$ cat config.mk
export PLATFORM = sky130hd
export DESIGN_NAME = clk_step_controller
export DESIGN_NICKNAME = d
export VERILOG_FILES = /design/src/rtl/clk_step_controller.sv
export SDC_FILE = /design/constraint.sdc
export NUM_CORES = 1
export LEC_CHECK = 0
export BUFFER_PORTS_ARGS = -buffer_cell sky130_fd_sc_hd__buf_2
export CORE_MARGIN = 2
export CORE_UTILIZATION = 24
export DETAILED_ROUTE_END_ITERATION = 7
export GPL_TIMING_DRIVEN = 0
export SYNTH_ARGS = -nofsm -noshare
export SYNTH_HDL_FRONTEND = slang
export SYNTH_SLANG_ARGS = --single-unit
$ cat constraint.sdc
create_clock -name In_clk -period 3.8 [get_ports In_clk]
set_clock_uncertainty 0.1 [all_clocks]
set_input_delay 0.76 -clock In_clk [delete_from_list [all_inputs] [get_ports In_clk]]
set_output_delay 0.76 -clock In_clk [all_outputs]
set_load 0.01 [all_outputs]
$ cat src/rtl/clk_step_controller.sv
// Processor clock-enable controller: free-run with a programmable period, debounced
// single-step, and a halt/trap state driven by the processor's halt request.
module clk_step_controller #(
    parameter int DEB_CYCLES = 4,
    parameter int CNT_W      = 16
) (
    input  logic             In_clk,
    input  logic             reset,
    input  logic             run,
    input  logic             step_btn,
    input  logic [2:0]       div_sel,
    input  logic             halt_in,
    output logic             cpu_en,
    output logic [1:0]       state,
    output logic [CNT_W-1:0] cycle_count
);

    typedef enum logic [1:0] {
        ST_HALT = 2'b00,
        ST_RUN  = 2'b01,
        ST_STEP = 2'b10,
        ST_TRAP = 2'b11
    } state_t;

    localparam int DEB_W = (DEB_CYCLES > 1) ? $clog2(DEB_CYCLES + 1) : 1;
    localparam logic [DEB_W-1:0] DEB_LAST = DEB_W'(DEB_CYCLES - 1);

    state_t           state_reg, state_next;
    logic [DEB_W-1:0] db_cnt_reg;
    logic             db_level_reg;
    logic             db_prev_reg;
    logic             step_armed_reg;
    logic             step_rise;
    logic [7:0]       presc_reg;
    logic [2:0]       div_q_reg;
    logic [8:0]       t_wide;
    logic [7:0]       t_val;
    logic             presc_at_t;
    logic             cpu_en_reg, cpu_en_next;
    logic [CNT_W-1:0] count_reg;

    // Debounce: the accepted level moves only after DEB_CYCLES straight samples that differ.
    always_ff @(posedge In_clk) begin
        if (reset) begin
            db_cnt_reg     <= '0;
            db_level_reg   <= 1'b0;
            db_prev_reg    <= 1'b0;
            step_armed_reg <= 1'b0;
        end else begin
            db_prev_reg <= db_level_reg;
            if (step_btn != db_level_reg) begin
                if (db_cnt_reg == DEB_LAST) begin
                    db_level_reg <= step_btn;
                    db_cnt_reg   <= '0;
                end else begin
                    db_cnt_reg <= db_cnt_reg + 1'b1;
                end
            end else begin
                db_cnt_reg <= '0;
            end
            // A button held through reset must be seen released before a press counts.
            if (!db_level_reg && !step_btn && (db_cnt_reg == '0))
                step_armed_reg <= 1'b1;
        end
    end

    assign step_rise  = db_level_reg & ~db_prev_reg & step_armed_reg;
    assign t_wide     = (9'd2 << div_q_reg) - 9'd1;
    assign t_val      = t_wide[7:0];
    assign presc_at_t = (presc_reg == t_val);

    always_comb begin
        state_next = state_reg;
        case (state_reg)
            ST_HALT: begin
                if (run && !halt_in)
                    state_next = ST_RUN;
                else if (!run && step_rise)
                    state_next = ST_STEP;
            end
            ST_RUN: begin
                if (!run)
                    state_next = ST_HALT;
                else if (halt_in)
                    state_next = ST_TRAP;
            end
            ST_STEP: state_next = ST_HALT;
            ST_TRAP: begin
                if (!run)
                    state_next = ST_HALT;
            end
            default: state_next = ST_HALT;
        endcase
    end

    // A period ending on the same cycle RUN is left produces no pulse.
    always_comb begin
        cpu_en_next = 1'b0;
        if (state_reg == ST_RUN && presc_at_t && state_next == ST_RUN)
            cpu_en_next = 1'b1;
        else if (state_reg == ST_STEP)
            cpu_en_next = 1'b1;
    end

    always_ff @(posedge In_clk) begin
        if (reset) begin
            state_reg  <= ST_HALT;
            cpu_en_reg <= 1'b0;
            count_reg  <= '0;
            presc_reg  <= '0;
            div_q_reg  <= div_sel;
        end else begin
            state_reg  <= state_next;
            cpu_en_reg <= cpu_en_next;
            if (cpu_en_next && (count_reg != {CNT_W{1'b1}}))
                count_reg <= count_reg + 1'b1;
            if (state_reg == ST_RUN && state_next == ST_RUN) begin
                if (presc_at_t) begin
                    presc_reg <= '0;
                    div_q_reg <= div_sel;
                end else begin
                    presc_reg <= presc_reg + 8'd1;
                end
            end else begin
                presc_reg <= '0;
                if (state_reg == ST_HALT && state_next == ST_RUN)
                    div_q_reg <= div_sel;
            end
        end
    end

    assign cpu_en      = cpu_en_reg;
    assign state       = state_reg;
    assign cycle_count = count_reg;

endmodule

After elaboration in Yosys (flattened, before gate mapping)
Cells that the tools add are included.

storage, ports and cells
  bits in registers = 36
  bits in latches = 0
  RAM bits = 0
  bits in read-only memories = 0
  bits of input ports = 8
  output and inout port bits = 19
  memories kept = 0

operators by class
  add/subtract/negate cells = 4
  $mul = 0
  divide/modulo/power cells = 0
  $lt $le $gt $ge = 0
  eq/ne operators = 9
  shift operators = 1
  mux-type cells = 12
  bitwise operators = 5
  reduce and logical (&&, ||, !) cells = 20

operator list
  operator                                              number
  adder 16 x 1 -> 16 bit (second input constant)        1
  inequality test 16 bit (second input constant)        1
  2-to-1 mux 3 bit                                      4
  2-to-1 mux 2 bit                                      5
  logical AND 1 bit                                     9
  adder 8 x 1 -> 8 bit (second input constant)          1
  equality test 8 bit                                   1
  one-hot mux 2 bit (4 select lines)                    1
  << shifter 2 x 3 -> 8 bit (first input constant)      1
  subtractor 8 x 1 -> 8 bit (second input constant)     1
  OR reduction 3 bit                                    2
  equality test 2 x 1 -> 1 bit (second input constant)  2
  equality test 2 bit (second input constant)           2
  zero test 1 bit                                       4
  AND reduction 2 bit                                   2
  adder 3 x 1 -> 3 bit (second input constant)          1
  equality test 3 x 2 -> 1 bit (second input constant)  1
  zero test 3 bit                                       1
  inequality test 3 bit (second input constant)         1
  NOT 1 bit                                             3
  nonzero test 3 bit                                    1
  bitwise AND 1 bit                                     2
  zero test 2 bit                                       1
  2-to-1 mux 1 bit                                      2
  inequality test 1 bit                                 1

Logic depth before layout (Yosys ltp)
  word-level depth = 12
  gate-level depth with buffers = 12
  mapped depth without buffers = 9

Least setup slack after synthesis
OpenSTA, ideal clock, no wires.

  path kind = register to register
  start = register div_q_reg[2]
  end = register count_reg[11] (netlist: cycle_count[11])
  setup time = 123 ps
  data arrival time = 3052 ps
  data required time = 3577 ps
  setup slack = 525 ps
  stages on the path, launching flop included = 11
  clock period less this slack = 3275 ps
  cell sequence = edfxtp_1 -> buf_2 -> or3_1 -> ha_1 -> nor4b_2 -> nor4_1 -> or4b_4 -> o21a_4 -> buf_6 -> nor4_1 -> mux2_1

between the ends
  cells in the longest elaborated chain, start to end = 7

RTL lines
  item                            RTL line  text
  start, declared                 35        logic [2:0] div_q_reg;
  start signal, assigned          111       div_q_reg <= div_sel;
  start signal, assigned          120       div_q_reg <= div_sel;
  start signal, assigned          127       div_q_reg <= div_sel;
  << shifter 2 x 3 -> 8 bit       68        assign t_wide = (9'd2 << div_q_reg) - 9'd1;
  subtractor 8 x 1 -> 8 bit       68
  equality test 8 bit             70        assign presc_at_t = (presc_reg == t_val);
  logical AND 1 bit (2 in a row)  99        if (state_reg == ST_RUN && presc_at_t && state_next == ST_RUN)
  2-to-1 mux 1 bit                99
  logical AND 1 bit               115       if (cpu_en_next && (count_reg != {CNT_W{1'b1}}))
  end signal, assigned            116       count_reg <= count_reg + 1'b1;
  end, declared                   40        logic [CNT_W-1:0] count_reg;

No other way between the ends.
A chain may end at the register's enable or synchronous reset.

Final worst setup path
  start = register div_q_reg[2]
  end = register count_reg[15] (netlist: cycle_count[15])

Same word-level chain as after synthesis.

==> results.json <==
{
  "synth-async-reset-ratio_pct": 0,
  "critical_path_class": "reg2reg",
  "cts_root_buf": "clkbuf_8",
  "swShare_pct": 23.7,
  "grt_pass1_vias": 1527,
  "cp.arrival_ps": 3650,
  "setup_viol_count_final": 0,
  "drv_cap": 0,
  "met3_length_um": 156,
  "largest_reg_flops": 16,
  "detail_route.wl_per_cell_um": 12.0,
  "die-area_sq_mm": 0.00848,
  "relSlewSlack_pct": 63.9,
  "rsz0062_at_grt": "false",
  "place_congestion": 0.800,
  "required_ps": 3880,
  "grt_usage_pct": 9.96,
  "fin_cells": 347,
  "io-pin-count": 27,
  "grt_max_degree": 11,
  "wl_met1_um": 2010,
  "avgViaCountPerCell": 4.69,
  "max_slew.worst_pin.slew_ps": 537,
  "syn_to_final_growth_pct": 18.9,
  "final_max_slew_viol_count": 0,
  "netlist_area_sq_mm": 0.00186,
  "grt_pass1_wl_um": 6970,
  "r2r_slack_ps": 230,
  "netSwitchingPower_uw": 167,
  "hold_ws_ps": 345,
  "antenna_cells": 0,
  "drive_gt1_share_pct": 18.0,
  "seqPwrFrac_pct": 55.8,
  "rows": 32,
  "power_frac_comb_pct": 7.1,
  "p_leak_uw": 0.000824,
  "yosys_warnings": 0,
  "cts_buffer_depth": 2,
  "cts_tree": "yes",
  "clock_sinks": 36,
  "drcViolationCount": 0,
  "antenna_found_initial": 0,
  "port_buffers": 26,
  "syn_nets": 226,
  "intPower_uw": 537,
  "fin_tns_setup_ps": 0,
  "regArea_sq_um": 751,
  "layout_commonest_cell": "dfxtp_1",
  "clock_latency_ps": 290,
  "fillers": 846,
  "layout_common_cells": "33 x dfxtp_1, 27 x buf_2, 25 x nor2_1",
  "drt_pass1_iterations": 4,
  "drt_iter0_drc": 65,
  "yosysUniqueCellTypes": 46,
  "synth-seq-area-share_pct": 40.3,
  "cts_buffers": 5,
  "cp_max_fo": 10,
  "hpwl_um": 3000,
  "status": "complete, no violations",
  "timing.fmax_mhz": 280,
  "routed_wl_um": 4150,
  "period_minus_slack_ps": 3570,
  "hp-class": "reg2reg",
  "dr_wl_met2_um": 1940,
  "vias": 1626,
  "dieWidth_um": 92.1,
  "period_share_pct": 94.0,
  "clkPwrFrac_pct": 37.1,
  "place_ws_ps": 243,
  "ant_nets": 0,
  "dp_cells": 339,
  "worst_slack_ps": 226,
  "overflow": 0,
  "ys_ff_latch": 36,
  "syn-mean-instance-area_sq_um": 8.83,
  "die_h_um": 92.1,
  "powerDensity_mw_per_mm2": 318,
  "top_layer": "met4",
  "synthFlopType": "dfxtp_1",
  "hold_viol_final": 0,
  "multi_input_area_sq_mm": 0.00105,
  "cts_max_level": 2,
  "synth_edf_count": 3,
  "core_area_sq_mm": 0.00761,
  "critPathCaptureType": "flop",
  "clk_pin_slew_ps": 80,
  "post_cts_buffers": 0,
  "ir_drop_mv": 0.206,
  "synth_cells": 211,
  "startpoint_type": "flop",
  "initial_utilization_pct": 24.5,
  "final_nets": 259
}
==> cells in the mapped netlist (all sizes together), types with 3 or more instances <==
library cell / instances / area, sq um
a21oi: 12 / 60.1
and3: 7 / 43.8
buf: 4 / 31.3
clkbuf: 4 / 15.0
dfxtp: 33 / 661
edfxtp: 3 / 90.1
ha: 7 / 87.6
inv: 8 / 30.0
mux2: 5 / 56.3
nand2: 15 / 56.3
nand3: 11 / 55.1
nand4: 5 / 31.3
nor2: 25 / 93.8
nor2b: 5 / 31.3
nor3: 3 / 15.0
nor4: 7 / 50.1
o21ai: 8 / 40.0
o31ai: 4 / 30.0
or3: 7 / 43.8
or4: 4 / 30.0
xnor2: 5 / 43.8
xor2: 5 / 43.8
==> stage by stage <==
step / total power (uW) / utilization (%) / instance area [sq um]
after floorplan: 435 / - / 1860
after global placement: 448 / 27.9 / 2120
after detailed placement: 450 / 27.9 / 2120
after CTS: 709 / 28.9 / 2200
after global routing: 731 / 29.1 / 2220
final: 704 / 29.1 / 2220
==> final timing paths <==
path / from / to / cells after the start
setup / recovery: div_q_reg[2]$_DFFE_PP_ / cycle_count[15]$_SDFFE_PP0P_ / 10
hold reg to reg: db_cnt_reg[0]$_SDFF_PP0_ / db_cnt_reg[0]$_SDFF_PP0_ / 1
hold / removal: db_cnt_reg[0]$_SDFF_PP0_ / db_cnt_reg[0]$_SDFF_PP0_ / 1
setup reg to reg: div_q_reg[2]$_DFFE_PP_ / cycle_count[15]$_SDFFE_PP0P_ / 10
==> cells by family (layout without fill, tap and decap cells) <==
| group | Yosys count | count (layout) | share of synthesized area (%) |
|---|---|---|---|
| multiplexers | 5 | 5 | 3.02 |
| flip-flops | 36 | 36 | 40.3 |
| AO/OA/AOI/OAI | 34 | 34 | 11.8 |
| buffers and inverters | 16 | 50 | 4.10 |
| AND/OR/NAND/NOR | 103 | 103 | 31.4 |
| adder cells (fa/ha/maj) | 7 | 7 | 4.70 |
| XOR/XNOR | 10 | 10 | 4.70 |
==> per-layer routing <==
| metal | global-route usage (%) | up-vias |
|---|---|---|
| met5 | 0 | - |
| met4 | 2.24 | 0 |
| met3 | 2.22 | 7 |
| met2 | 17.2 | 37 |
| met1 | 12.7 | 754 |
| li1 | - | 828 |
==> final cells by class <==
type	instances	share of cell area [%]
inverters	8	1.36
flip-flops and latches	36	33.9
multi-input cells	159	47.4
clock buffers	7	3.44
repair buffers	26	5.87
well taps	102	5.76
plain buffers	8	2.09
clock inverters	1	0.169
==> critical path, stage by stage (launching register included) <==
cell and delay (ps):
edfxtp_1 410, buf_2 210, or3_1 390, ha_1 290
nor4b_4 330, nor4_1 100, or4b_4 540, o21a_4 270
buf_6 150, nor4_2 320, mux2_1 340
==> timing repair <==
item                       CTS  global route
hold buffers                 0             0
setup endpoints to repair    0             2
gates resized for setup      0             2
==> power by group through the flow <==
stage	clock network, uW	logic, uW	registers (uW)
after floorplan	0	34.8	400
after global placement	0	47.1	401
after detailed placement	0	48.5	401
after CTS	268	48.9	393
after global routing	282	55.7	394
final	261	49.8	393
Power figures use the tool's default switching activity.
